--- src/rtl/zion_write_dat_packer_pkg.sv ---
// Shared types and helpers for the write-data packer.
// Contents: the packer state enum, the lane-mask function used by the lane
// decoder, and the helpers that check parameters at elaboration.
//
//  state | meaning
//  IDLE  | accumulator empty (mask == 0)
//  FILL  | accumulator partly written, more writes may merge in
//  HOLD  | accumulator closed, waiting for the output register to free
package zion_write_dat_packer_pkg;

   typedef enum logic [1:0] {
      IDLE = 2'd0,
      FILL = 2'd1,
      HOLD = 2'd2
   } packState_e;

   // Upper bound on lanes the mask helper can describe; callers cast down.
   localparam int MASK_MAX = 256;

   // Lanes base .. base+2^size-1 set, everything else clear.
   function automatic logic [MASK_MAX-1:0] laneMask(input int size, input int base);
      logic [MASK_MAX-1:0] m;
      m = '0;
      for (int i = 0; i < MASK_MAX; i++) begin
         m[i] = (i >= base) && (i < base + (1 << size));
      end
      return m;
   endfunction

   function automatic bit isPow2(input int v);
      return (v > 0) && ((v & (v - 1)) == 0);
   endfunction

   function automatic bit addrFits(input int widthAddr, input int unitNum);
      return widthAddr >= $clog2(unitNum);
   endfunction

   // iSize port width; at least one bit even when only one size exists.
   function automatic int sizeWidth(input int sizeMax);
      return (sizeMax > 0) ? $clog2(sizeMax + 1) : 1;
   endfunction

endpackage

--- src/rtl/zion_write_lane_decode.sv ---
// Combinational lane decoder for one narrow write.
// Ports:
//   iAddr  - write address (lane units or size units, see ADDR_TYPE)
//   iSize  - log2 of the write width in lanes
//   iDat   - write data, only the low WIDTH_UNIT<<iSize bits are kept
//   lanes  - lanes touched by the write (all 0 when illegal)
//   datPos - write data placed at its lane position in the wide word
//   illegal- oversized, misaligned or out-of-range write
module zion_write_lane_decode
   import zion_write_dat_packer_pkg::*;
#(
   parameter int WIDTH_UNIT     = 8,
   parameter int WIDTH_DATA_IN  = 32,
   parameter int WIDTH_DATA_OUT = 64,
   parameter int WIDTH_ADDR     = 8,
   parameter int ADDR_TYPE      = 0,
   parameter int UNIT_NUM       = WIDTH_DATA_OUT / WIDTH_UNIT,
   parameter int SIZE_MAX       = $clog2(WIDTH_DATA_IN / WIDTH_UNIT),
   parameter int WIDTH_SIZE     = sizeWidth(SIZE_MAX)
) (
   input  logic [WIDTH_ADDR-1:0]     iAddr,
   input  logic [WIDTH_SIZE-1:0]     iSize,
   input  logic [WIDTH_DATA_IN-1:0]  iDat,
   output logic [UNIT_NUM-1:0]       lanes,
   output logic [WIDTH_DATA_OUT-1:0] datPos,
   output logic                      illegal
);

   int                        sz;
   int                        base;
   logic                      bad;
   logic [WIDTH_DATA_IN-1:0]  datTrim;
   logic [WIDTH_DATA_OUT-1:0] datWide;

   always_comb begin
      sz      = int'(iSize);
      base    = 0;
      bad     = 1'b0;
      datTrim = '0;
      datWide = '0;
      if (sz > SIZE_MAX) begin
         bad = 1'b1;
      end else if (ADDR_TYPE == 0) begin
         base = int'(iAddr) % UNIT_NUM;
         bad  = (base % (1 << sz)) != 0;
      end else begin
         base = int'(iAddr) << sz;
         bad  = base >= UNIT_NUM;
      end
      for (int j = 0; j < WIDTH_DATA_IN; j++) begin
         datTrim[j] = iDat[j] & (j < (WIDTH_UNIT << sz));
      end
      datWide[WIDTH_DATA_IN-1:0] = datTrim;
      illegal = bad;
      if (bad) begin
         lanes  = '0;
         datPos = '0;
      end else begin
         lanes  = UNIT_NUM'(laneMask(sz, base));
         datPos = datWide << (base * WIDTH_UNIT);
      end
   end

endmodule

--- src/rtl/zion_write_dat_packer.sv ---
// Merges narrow addressed writes into a registered wide word with a lane
// mask and hands it downstream on a valid/ready handshake. A word closes when
// all lanes are written, on iLast, or when a new write hits a written lane.
// Ports:
//   clk, rst_n          - clock, async active-low reset
//   iVld/oRdy           - write request handshake (oRdy is combinational)
//   iAddr/iSize/iDat    - write address, log2 lane count, data
//   iLast               - close the word after this write
//   oVld/iRdy           - output word handshake
//   oDat/oMask          - merged word and written-lane mask
//   oErr                - one-cycle pulse after an illegal write is accepted
module zion_write_dat_packer
   import zion_write_dat_packer_pkg::*;
#(
   parameter  int WIDTH_UNIT     = 8,
   parameter  int WIDTH_DATA_IN  = 32,
   parameter  int WIDTH_DATA_OUT = 64,
   parameter  int WIDTH_ADDR     = 8,
   parameter  int ADDR_TYPE      = 0,
   localparam int UNIT_NUM       = WIDTH_DATA_OUT / WIDTH_UNIT,
   localparam int SIZE_MAX       = $clog2(WIDTH_DATA_IN / WIDTH_UNIT),
   localparam int WIDTH_SIZE     = sizeWidth(SIZE_MAX)
) (
   input  logic                      clk,
   input  logic                      rst_n,
   input  logic                      iVld,
   output logic                      oRdy,
   input  logic [WIDTH_ADDR-1:0]     iAddr,
   input  logic [WIDTH_SIZE-1:0]     iSize,
   input  logic [WIDTH_DATA_IN-1:0]  iDat,
   input  logic                      iLast,
   output logic                      oVld,
   input  logic                      iRdy,
   output logic [WIDTH_DATA_OUT-1:0] oDat,
   output logic [UNIT_NUM-1:0]       oMask,
   output logic                      oErr
);

   if (WIDTH_DATA_OUT % WIDTH_DATA_IN != 0) begin : gChkOut
      $error("WIDTH_DATA_OUT must be a multiple of WIDTH_DATA_IN");
   end
   if ((WIDTH_DATA_IN % WIDTH_UNIT != 0) || !isPow2(WIDTH_DATA_IN / WIDTH_UNIT)) begin : gChkIn
      $error("WIDTH_DATA_IN must be WIDTH_UNIT times a power of two");
   end
   if (!addrFits(WIDTH_ADDR, UNIT_NUM)) begin : gChkAddr
      $error("WIDTH_ADDR too narrow for UNIT_NUM lanes");
   end

   logic [UNIT_NUM-1:0]       decLanes;
   logic [WIDTH_DATA_OUT-1:0] decDat;
   logic                      decIllegal;

   zion_write_lane_decode #(
      .WIDTH_UNIT     (WIDTH_UNIT),
      .WIDTH_DATA_IN  (WIDTH_DATA_IN),
      .WIDTH_DATA_OUT (WIDTH_DATA_OUT),
      .WIDTH_ADDR     (WIDTH_ADDR),
      .ADDR_TYPE      (ADDR_TYPE),
      .UNIT_NUM       (UNIT_NUM),
      .SIZE_MAX       (SIZE_MAX),
      .WIDTH_SIZE     (WIDTH_SIZE)
   ) uDecode (
      .iAddr   (iAddr),
      .iSize   (iSize),
      .iDat    (iDat),
      .lanes   (decLanes),
      .datPos  (decDat),
      .illegal (decIllegal)
   );

   packState_e                state, stateNxt;
   logic [WIDTH_DATA_OUT-1:0] accDat;
   logic [UNIT_NUM-1:0]       accMask;
   logic                      collision, accept, takeWrite, outFree, closeWord;
   logic [WIDTH_DATA_OUT-1:0] mergeDat;
   logic [UNIT_NUM-1:0]       mergeMask;
   logic                      loadOut, clearAcc, updAcc;

   assign collision = iVld && (state != HOLD) && !decIllegal && |(decLanes & accMask);
   assign oRdy      = (state != HOLD) && !collision;
   assign accept    = iVld && oRdy;
   assign takeWrite = accept && !decIllegal;
   assign mergeMask = takeWrite ? (accMask | decLanes) : accMask;
   assign mergeDat  = takeWrite ? (accDat | decDat) : accDat;
   assign outFree   = !oVld || iRdy;
   // A collision closes the current word without the colliding write.
   assign closeWord = (takeWrite && ((&mergeMask) || iLast)) || collision;

   always_ff @(posedge clk or negedge rst_n) begin
      if (!rst_n) state <= IDLE;
      else        state <= stateNxt;
   end

   // In HOLD no write is taken, so mergeDat/mergeMask equal the held word.
   always_comb begin
      stateNxt = state;
      loadOut  = 1'b0;
      clearAcc = 1'b0;
      updAcc   = 1'b0;
      case (state)
         HOLD: begin
            if (outFree) begin
               loadOut  = 1'b1;
               clearAcc = 1'b1;
               stateNxt = IDLE;
            end
         end
         default: begin
            if (closeWord) begin
               if (outFree) begin
                  loadOut  = 1'b1;
                  clearAcc = 1'b1;
                  stateNxt = IDLE;
               end else begin
                  updAcc   = 1'b1;
                  stateNxt = HOLD;
               end
            end else if (takeWrite) begin
               updAcc   = 1'b1;
               stateNxt = FILL;
            end
         end
      endcase
   end

   always_ff @(posedge clk or negedge rst_n) begin
      if (!rst_n) begin
         accDat  <= '0;
         accMask <= '0;
         oVld    <= 1'b0;
         oDat    <= '0;
         oMask   <= '0;
         oErr    <= 1'b0;
      end else begin
         if (clearAcc) begin
            accDat  <= '0;
            accMask <= '0;
         end else if (updAcc) begin
            accDat  <= mergeDat;
            accMask <= mergeMask;
         end
         if (loadOut) begin
            oVld  <= 1'b1;
            oDat  <= mergeDat;
            oMask <= mergeMask;
         end else if (iRdy) begin
            oVld  <= 1'b0;
         end
         oErr <= accept && decIllegal;
      end
   end

endmodule

--- config.mk ---
export PLATFORM = sky130hd
export DESIGN_NAME = zion_write_dat_packer
export DESIGN_NICKNAME = d
export VERILOG_FILES = /design/src/rtl/zion_write_dat_packer_pkg.sv /design/src/rtl/zion_write_lane_decode.sv /design/src/rtl/zion_write_dat_packer.sv
export SDC_FILE = /design/constraint.sdc
export NUM_CORES = 1
export LEC_CHECK = 0
export CAP_MARGIN = 40
export CORE_MARGIN = 3
export CORE_UTILIZATION = 37
export DETAILED_ROUTE_END_ITERATION = 8
export GPL_TIMING_DRIVEN = 0
export HOLD_SLACK_MARGIN = 0.03
export PLACE_DENSITY = 0.62
export REMOVE_ABC_BUFFERS = 1
export SLEW_MARGIN = 0
export SYNTH_ARGS = -nofsm -noshare
export SYNTH_HDL_FRONTEND = slang
export SYNTH_SLANG_ARGS = --single-unit
--- constraint.sdc ---
create_clock -name clk -period 122 [get_ports clk]
set_input_delay 24.4 -clock clk [delete_from_list [all_inputs] [get_ports clk]]
set_output_delay 24.4 -clock clk [all_outputs]
set_load 0.1 [all_outputs]
==> results of run 1 <==
## synth_stat cells (14+ instances only)
master / n
buf_4: 19
o22ai_1: 21
o21ai_0: 113
a211o_1: 18
dfrtp_1: 148
clkbuf_1: 51
or4_1: 18
nand2b_1: 48
nor3_1: 228
a311oi_1: 14
o21ai_1: 33
or2_2: 40
a31oi_1: 75
nand3_1: 115
nand4_1: 65
a22oi_1: 86
o211ai_1: 52
buf_2: 40
or3_1: 56
inv_1: 117
mux2i_1: 41
a21oi_1: 181
nor2_1: 338
and4_1: 20
xor2_1: 65
a221oi_1: 19
nor2b_1: 25
a41oi_1: 17
mux2_2: 30
a22o_1: 32
a211oi_1: 33
o21a_1: 70
nand2_1: 297
o31ai_1: 34
and2_1: 62
a21o_1: 64
nor4_1: 28
o211a_1: 14
nor3_2: 14
and3_1: 52
ha_1: 123
xnor2_1: 138
## worst max-delay path, delay by kind of cell
family	cells	cell delay, ns
buffers and inverters	18	3.34
AO/OA/AOI/OAI	110	22.49
multiplexers	8	2.75
AND/OR/NAND/NOR	134	29.74
adder cells (fa/ha/maj)	30	9.85
## cells by family (layout without fill, tap and decap cells)
logic type	after synthesis	after routing
adders and majority gates	128	128
DFF	148	148
muxes	75	75
buffers and inverters	244	415
other	1	30
xor gates and xnor gates	206	206
and+or+nand+nor	1526	1527
AOI/OAI and AO/OA	1101	1101
## layout make-up
cell class | count | area (um2) | share of cell area
Antenna cell | 1 | 2.50 | 0.0000822
Clock buffer | 17 | 425 | 0.0140
Clock inverter | 15 | 185 | 0.00608
Inverter | 120 | 450 | 0.0148
Multi-Input combinational cell | 3066 | 21100 | 0.694
Sequential cell | 148 | 3700 | 0.122
Tap cell | 873 | 1090 | 0.0359
Timing Repair Buffer | 263 | 3450 | 0.113
## repair_timing
item / in CTS / in global routing
pin swaps: 6 / 17
endpoints found under the setup margin: 1 / 1
gates cloned: 0 / 1
gates resized for setup: 35 / 75
setup buffers: 8 / 30
## metal layers
metal | GRT usage | vias to the layer above | part of all wire
li1 | - | 13500 | -
met1 | 0.309 | 13500 | 0.45
met2 | 0.390 | 811 | 0.48
met3 | 0.0217 | 136 | 0.046
met4 | 0.0570 | 0 | 0.026
met5 | 0 | - | 0
## sequential cells by signal, summed over array words and instances (netlist names)
register and count:
oVld 1, accDat 64, accMask 8, oDat 64, oErr 1, oMask 8
state 2
## stage by stage
step	worst slack, ns	hold WS [ns]
2_1_floorplan	7.58	0.471
5_1_grt	-0.214	0.546
6_report	4.81	0.528
3_3_place_gp	-9.66	0.491
3_5_place_dp	-5.36	0.515
4_1_cts	0.0477	0.530
## worst paths after layout
| check | startpoint | slack [ns] | endpoint | cells past startpoint |
|---|---|---|---|---|
| max in group asynchronous | rst_n | 97.21 | accDat[63] | 2 |
| hold reg to reg | oDat[36] | 0.53 | oDat[36] | 2 |
| min in group asynchronous | rst_n | 23.96 | oDat[28] | 1 |
| setup reg to reg | accMask[3] | 117.91 | oDat[49] | 13 |
| hold / removal | oDat[36] | 0.53 | oDat[36] | 2 |
| setup / recovery | iSize[1] | 4.81 | oRdy | 300 |
==> results.ini, run 1 <==
[run_status]
status=complete, no violations

[placed_design]
hpwl_um=67200
port-buffer-count=116
gp_congestion=0.925
dp.cells=4431
dpl_cell_area_um2=29100

[synth]
yosys.area_share.adder=0.0635
synthMuxAreaShare=0.0316
synth_xor_xnor_area_share=0.0721
synth_cell_types=143
synth_area_um2=25300
synth.avg_cell_area_um2=7.39
synth_top_area_frac=0.146
synth_simple_gate_area_frac=0.320
synth_compound_area_frac=0.323
synth-async-reset-ratio=1.00
ys_warn_count=0
syn_inst=3429
synth_top_area_cell=dfrtp_1
synth_top_family_by_area=compound AO/OA/AOI/OAI gates
ys_ff_latch=148
synth_seq_area_share=0.146
yosys-top-cells-area=dfrtp_1 (15%), ha_1 (6.1%), nor2_1 (5.0%), xnor2_1 (4.8%), nor3_1 (4.5%)
synth_top_flop_cell=dfrtp_1
synth-edff-count=0

[global_routing]
grt.overflow.total=0
grt_pass1_vias=25800
grt_pass1_wl_um=137000
grt_max_degree=82
antenna_found_initial=1
grt_use_total=0.228

[routing]
drt_iter0_drc=2310
wl_per_cell_um=19.0
viasPerCell=6.22
first_pass_iters=6
antenna_left=0
drc=0
wirelength_um=85700
via_count=28000

[run]
maxCapViolations=0

[sta]
slew_violations=0
finalHoldViolations=0
finalSetupViolations=0
min_period_over_period=0.961
fmax_mhz=8.53
tightestPinTransition_ns=0.935
min_period_ns=117.19
relSlewSlack=0.377
setup_tns_ns=0
skew_ns=0.0160

[cts]
cts.hold.buffers_added=0
cts_tree=yes
clkTransAtPathRegs_ns=0.06
clk_latency_ns=0.43
cts_num_sinks=148
cts_buffers=17
htreeDepth=4
cts_root_buf=clkbuf_16
clk_path_buf_depth=2

[cells_and_area]
final_common_cell=nor2_1
layout_common_cells=nor2_1 (325), nand2_1 (294), nor3_1 (218)
n_fill_cell=6719
postLayoutCoreUtil=0.451
drive_gt1_frac=0.133
final_cell_area_um2=30500
stdcell_count=4503
syn_to_final_growth_pct=20.2
fin_nets=3788

[setup_path]
start_kind=input port
crit_required_ns=97.60
path_class=in -> out
worst_path_max_delay_cell=or4b_2
cp.arrival_ns=92.79
crit_path_end_kind=output pin
cp_slowest_stage_delay_ns=0.66
path_common_cell=o21a_1
cp_max_fo=14

[die]
io_pins=122
die_area_um2=71600
die_x_um=268
dieHeight_um=268
start_util=0.375
rows=95
core-area_um2=67500

[worst_hold_path]
hp-class=reg -> reg

Power of run 1 is not shown: default switching activity piles up to over one toggle a cycle in this logic, so the estimate is an artifact.
==> run 2: changes to the inputs <==
--- a/config.mk
+++ b/config.mk
@@ -13,6 +13,7 @@
 export HOLD_SLACK_MARGIN = 0.03
 export PLACE_DENSITY = 0.62
 export REMOVE_ABC_BUFFERS = 1
+export SKIP_LAST_GASP = 1
 export SLEW_MARGIN = 0
 export SYNTH_ARGS = -nofsm -noshare
 export SYNTH_HDL_FRONTEND = slang
==> results of run 2 <==
No change in the layout: final DEF, timing and power equal those of run 1.
Power of run 2 is left out for the same reason.
==> run 3: changes to the inputs <==
--- a/config.mk
+++ b/config.mk
@@ -13,6 +13,7 @@
 export HOLD_SLACK_MARGIN = 0.03
 export PLACE_DENSITY = 0.62
 export REMOVE_ABC_BUFFERS = 1
+export SETUP_SLACK_MARGIN = 0.5
 export SKIP_LAST_GASP = 1
 export SLEW_MARGIN = 0
 export SYNTH_ARGS = -nofsm -noshare
==> run 3 against run 2 <==
  * Cell count barely moved
  * Final area barely moved
  * Register-to-register slack got worse by 0.03 ns
  * Die area did not move
  * Sequential share of layout area barely moved
  * Maximum frequency rose by 0.41%
  * Clock-buffer cell count did not move
  * Critical path depth fell by 2
  * Utilization barely moved
  * Highest routed layer unchanged
==> results.ini, run 3 (synthesis results as in run 1) <==
[run_status]
status=complete, no violations

[setup_path]
worst_path_max_delay_cell=or4b_2
crit_path_end_kind=output pin
cp.arrival_ns=92.32  ; -0.47 ns
r2r_start=accMask[3]
crit_required_ns=97.60  ; about the same
cp_slowest_stage_delay_ns=0.66  ; about the same
r2r_slack_ns=117.88  ; -0.03 ns
path_common_cell=o21a_1
cp_max_fo=14  ; unchanged
path_class=in -> out
start_kind=input port
rr_worst_depth=13  ; unchanged
r2r-end=oDat[49]

[cells_and_area]
final_common_cell=nor2_1
postLayoutCoreUtil=0.452  ; about the same
fin_nets=3785  ; -0.079%
stdcell_count=4500  ; -0.067%
drive_gt1_frac=0.134  ; +0.00121
layout_common_cells=nor2_1 (323), nand2_1 (293), nor3_1 (217)
syn_to_final_growth_pct=20.3  ; about the same
reg_top3=accDat: 64 flops, oDat: 64 flops
n_fill_cell=6722  ; +0.045%

[routing]
drc=0  ; unchanged
first_pass_iters=6  ; unchanged
wirelength_um=85700  ; about the same
viasPerCell=6.21  ; -0.12%
via_count=27900  ; -0.18%
wl_per_cell_um=19.0  ; about the same
drt_iter0_drc=2210  ; -4.3%
antenna_left=0  ; unchanged

[cts]
cts_tree=yes
clk_path_buf_depth=2  ; unchanged
htreeDepth=4  ; unchanged
clkTransAtPathRegs_ns=0.06  ; about the same
cts_buffers=17  ; unchanged
cts.hold.buffers_added=0  ; unchanged
cts_root_buf=clkbuf_16
cts_num_sinks=148  ; unchanged
clk_latency_ns=0.43  ; about the same

[global_routing]
grt_pass1_vias=25800  ; +0.027%
grt_use_total=0.228  ; +0.000274
grt_pass1_wl_um=137000  ; about the same
antenna_found_initial=1  ; unchanged
grt.overflow.total=0  ; unchanged
grt_max_degree=82  ; unchanged

[sta]
fmax_mhz=8.57  ; +0.41%
setup_tns_ns=0  ; unchanged
relSlewSlack=0.368  ; -0.00858
min_period_over_period=0.957  ; -0.00388
slew_violations=0  ; unchanged
min_period_ns=116.72  ; -0.473 ns
finalHoldViolations=0  ; unchanged
finalSetupViolations=0  ; unchanged
tightestPinTransition_ns=0.948  ; +0.0129 ns
skew_ns=0.0133  ; -0.00279 ns
rsz0062_at_grt=false

[die]
io_pins=122  ; unchanged
core-area_um2=67500  ; unchanged
rows=95  ; unchanged
start_util=0.375  ; unchanged
die_area_um2=71600  ; unchanged
dieHeight_um=268  ; unchanged
die_x_um=268  ; unchanged

[placed_design]
dp.cells=4431  ; unchanged
hpwl_um=67200  ; unchanged
port-buffer-count=116  ; unchanged
gp_congestion=0.925  ; unchanged

[worst_hold_path]
hp-class=reg -> reg
whs_endpoint=oDat[36]
hp-start=oDat[36]
hold_depth=2  ; unchanged

[run]
maxCapViolations=0  ; unchanged

-- run 3: layout make-up --
| cell class | count | area, um2 | share of cell area |
|---|---|---|---|
| Antenna cell | 1 | 2.50 | 0.0000821 |
| Inverter | 120 | 450 | 0.0148 |
| Clock buffer | 17 | 425 | 0.0140 |
| Tap cell | 873 | 1090 | 0.0358 |
| Multi-Input combinational cell | 3066 | 21200 | 0.695 |
| Timing Repair Buffer | 260 | 3430 | 0.113 |
| Sequential cell | 148 | 3700 | 0.121 |
| Clock inverter | 15 | 185 | 0.00607 |
-- run 3: timing repair --
item,4_1_cts,5_1_grt
pin swaps,8,15
cloned,0,1
buffers inserted,10,25
gates resized for setup,39,82
endpoints found under the setup margin,1,1
-- run 3: routing by layer --
layer  wire length, um  up-vias  track usage
met5                 0        -            0
met4              2080        0       0.0563
met3              4350      131       0.0217
met2             40800      882        0.390
met1             38500    13400        0.309
li1                  -    13500            -
-- run 3: how the worst max path moves through the flow --
stage,startpoint,to,slack [ns],depth (start not counted)
floorplan,iSize[1],oRdy,7.58,289
global placement,iSize[1],oRdy,-9.66,292
detailed placement,iSize[1],oRdy,-5.36,300
CTS,iSize[1],oRdy,0.61,301
global route,iSize[1],oRdy,0.34,303
finish,iSize[1],oRdy,5.28,298
-- run 3: metrics by stage --
step	setup slack [ns]	hold WS (ns)	cell area, um2
2_1_floorplan	7.58	0.471	24800
3_3_place_gp	-9.66	0.491	27000
3_5_place_dp	-5.36	0.515	29100
4_1_cts	0.606	0.530	30000
5_1_grt	0.344	0.546	30500
6_report	5.28	0.528	30500
-- run 3: critical path, delay by kind of cell --
| family | cells | cell delay [ns] |
|---|---|---|
| fa+ha+maj | 30 | 9.72 |
| mux | 8 | 2.71 |
| simple gates | 129 | 28.62 |
| compound gates | 113 | 23.40 |
| buf+inv | 18 | 3.33 |
Power of run 3 is left out for the same reason.
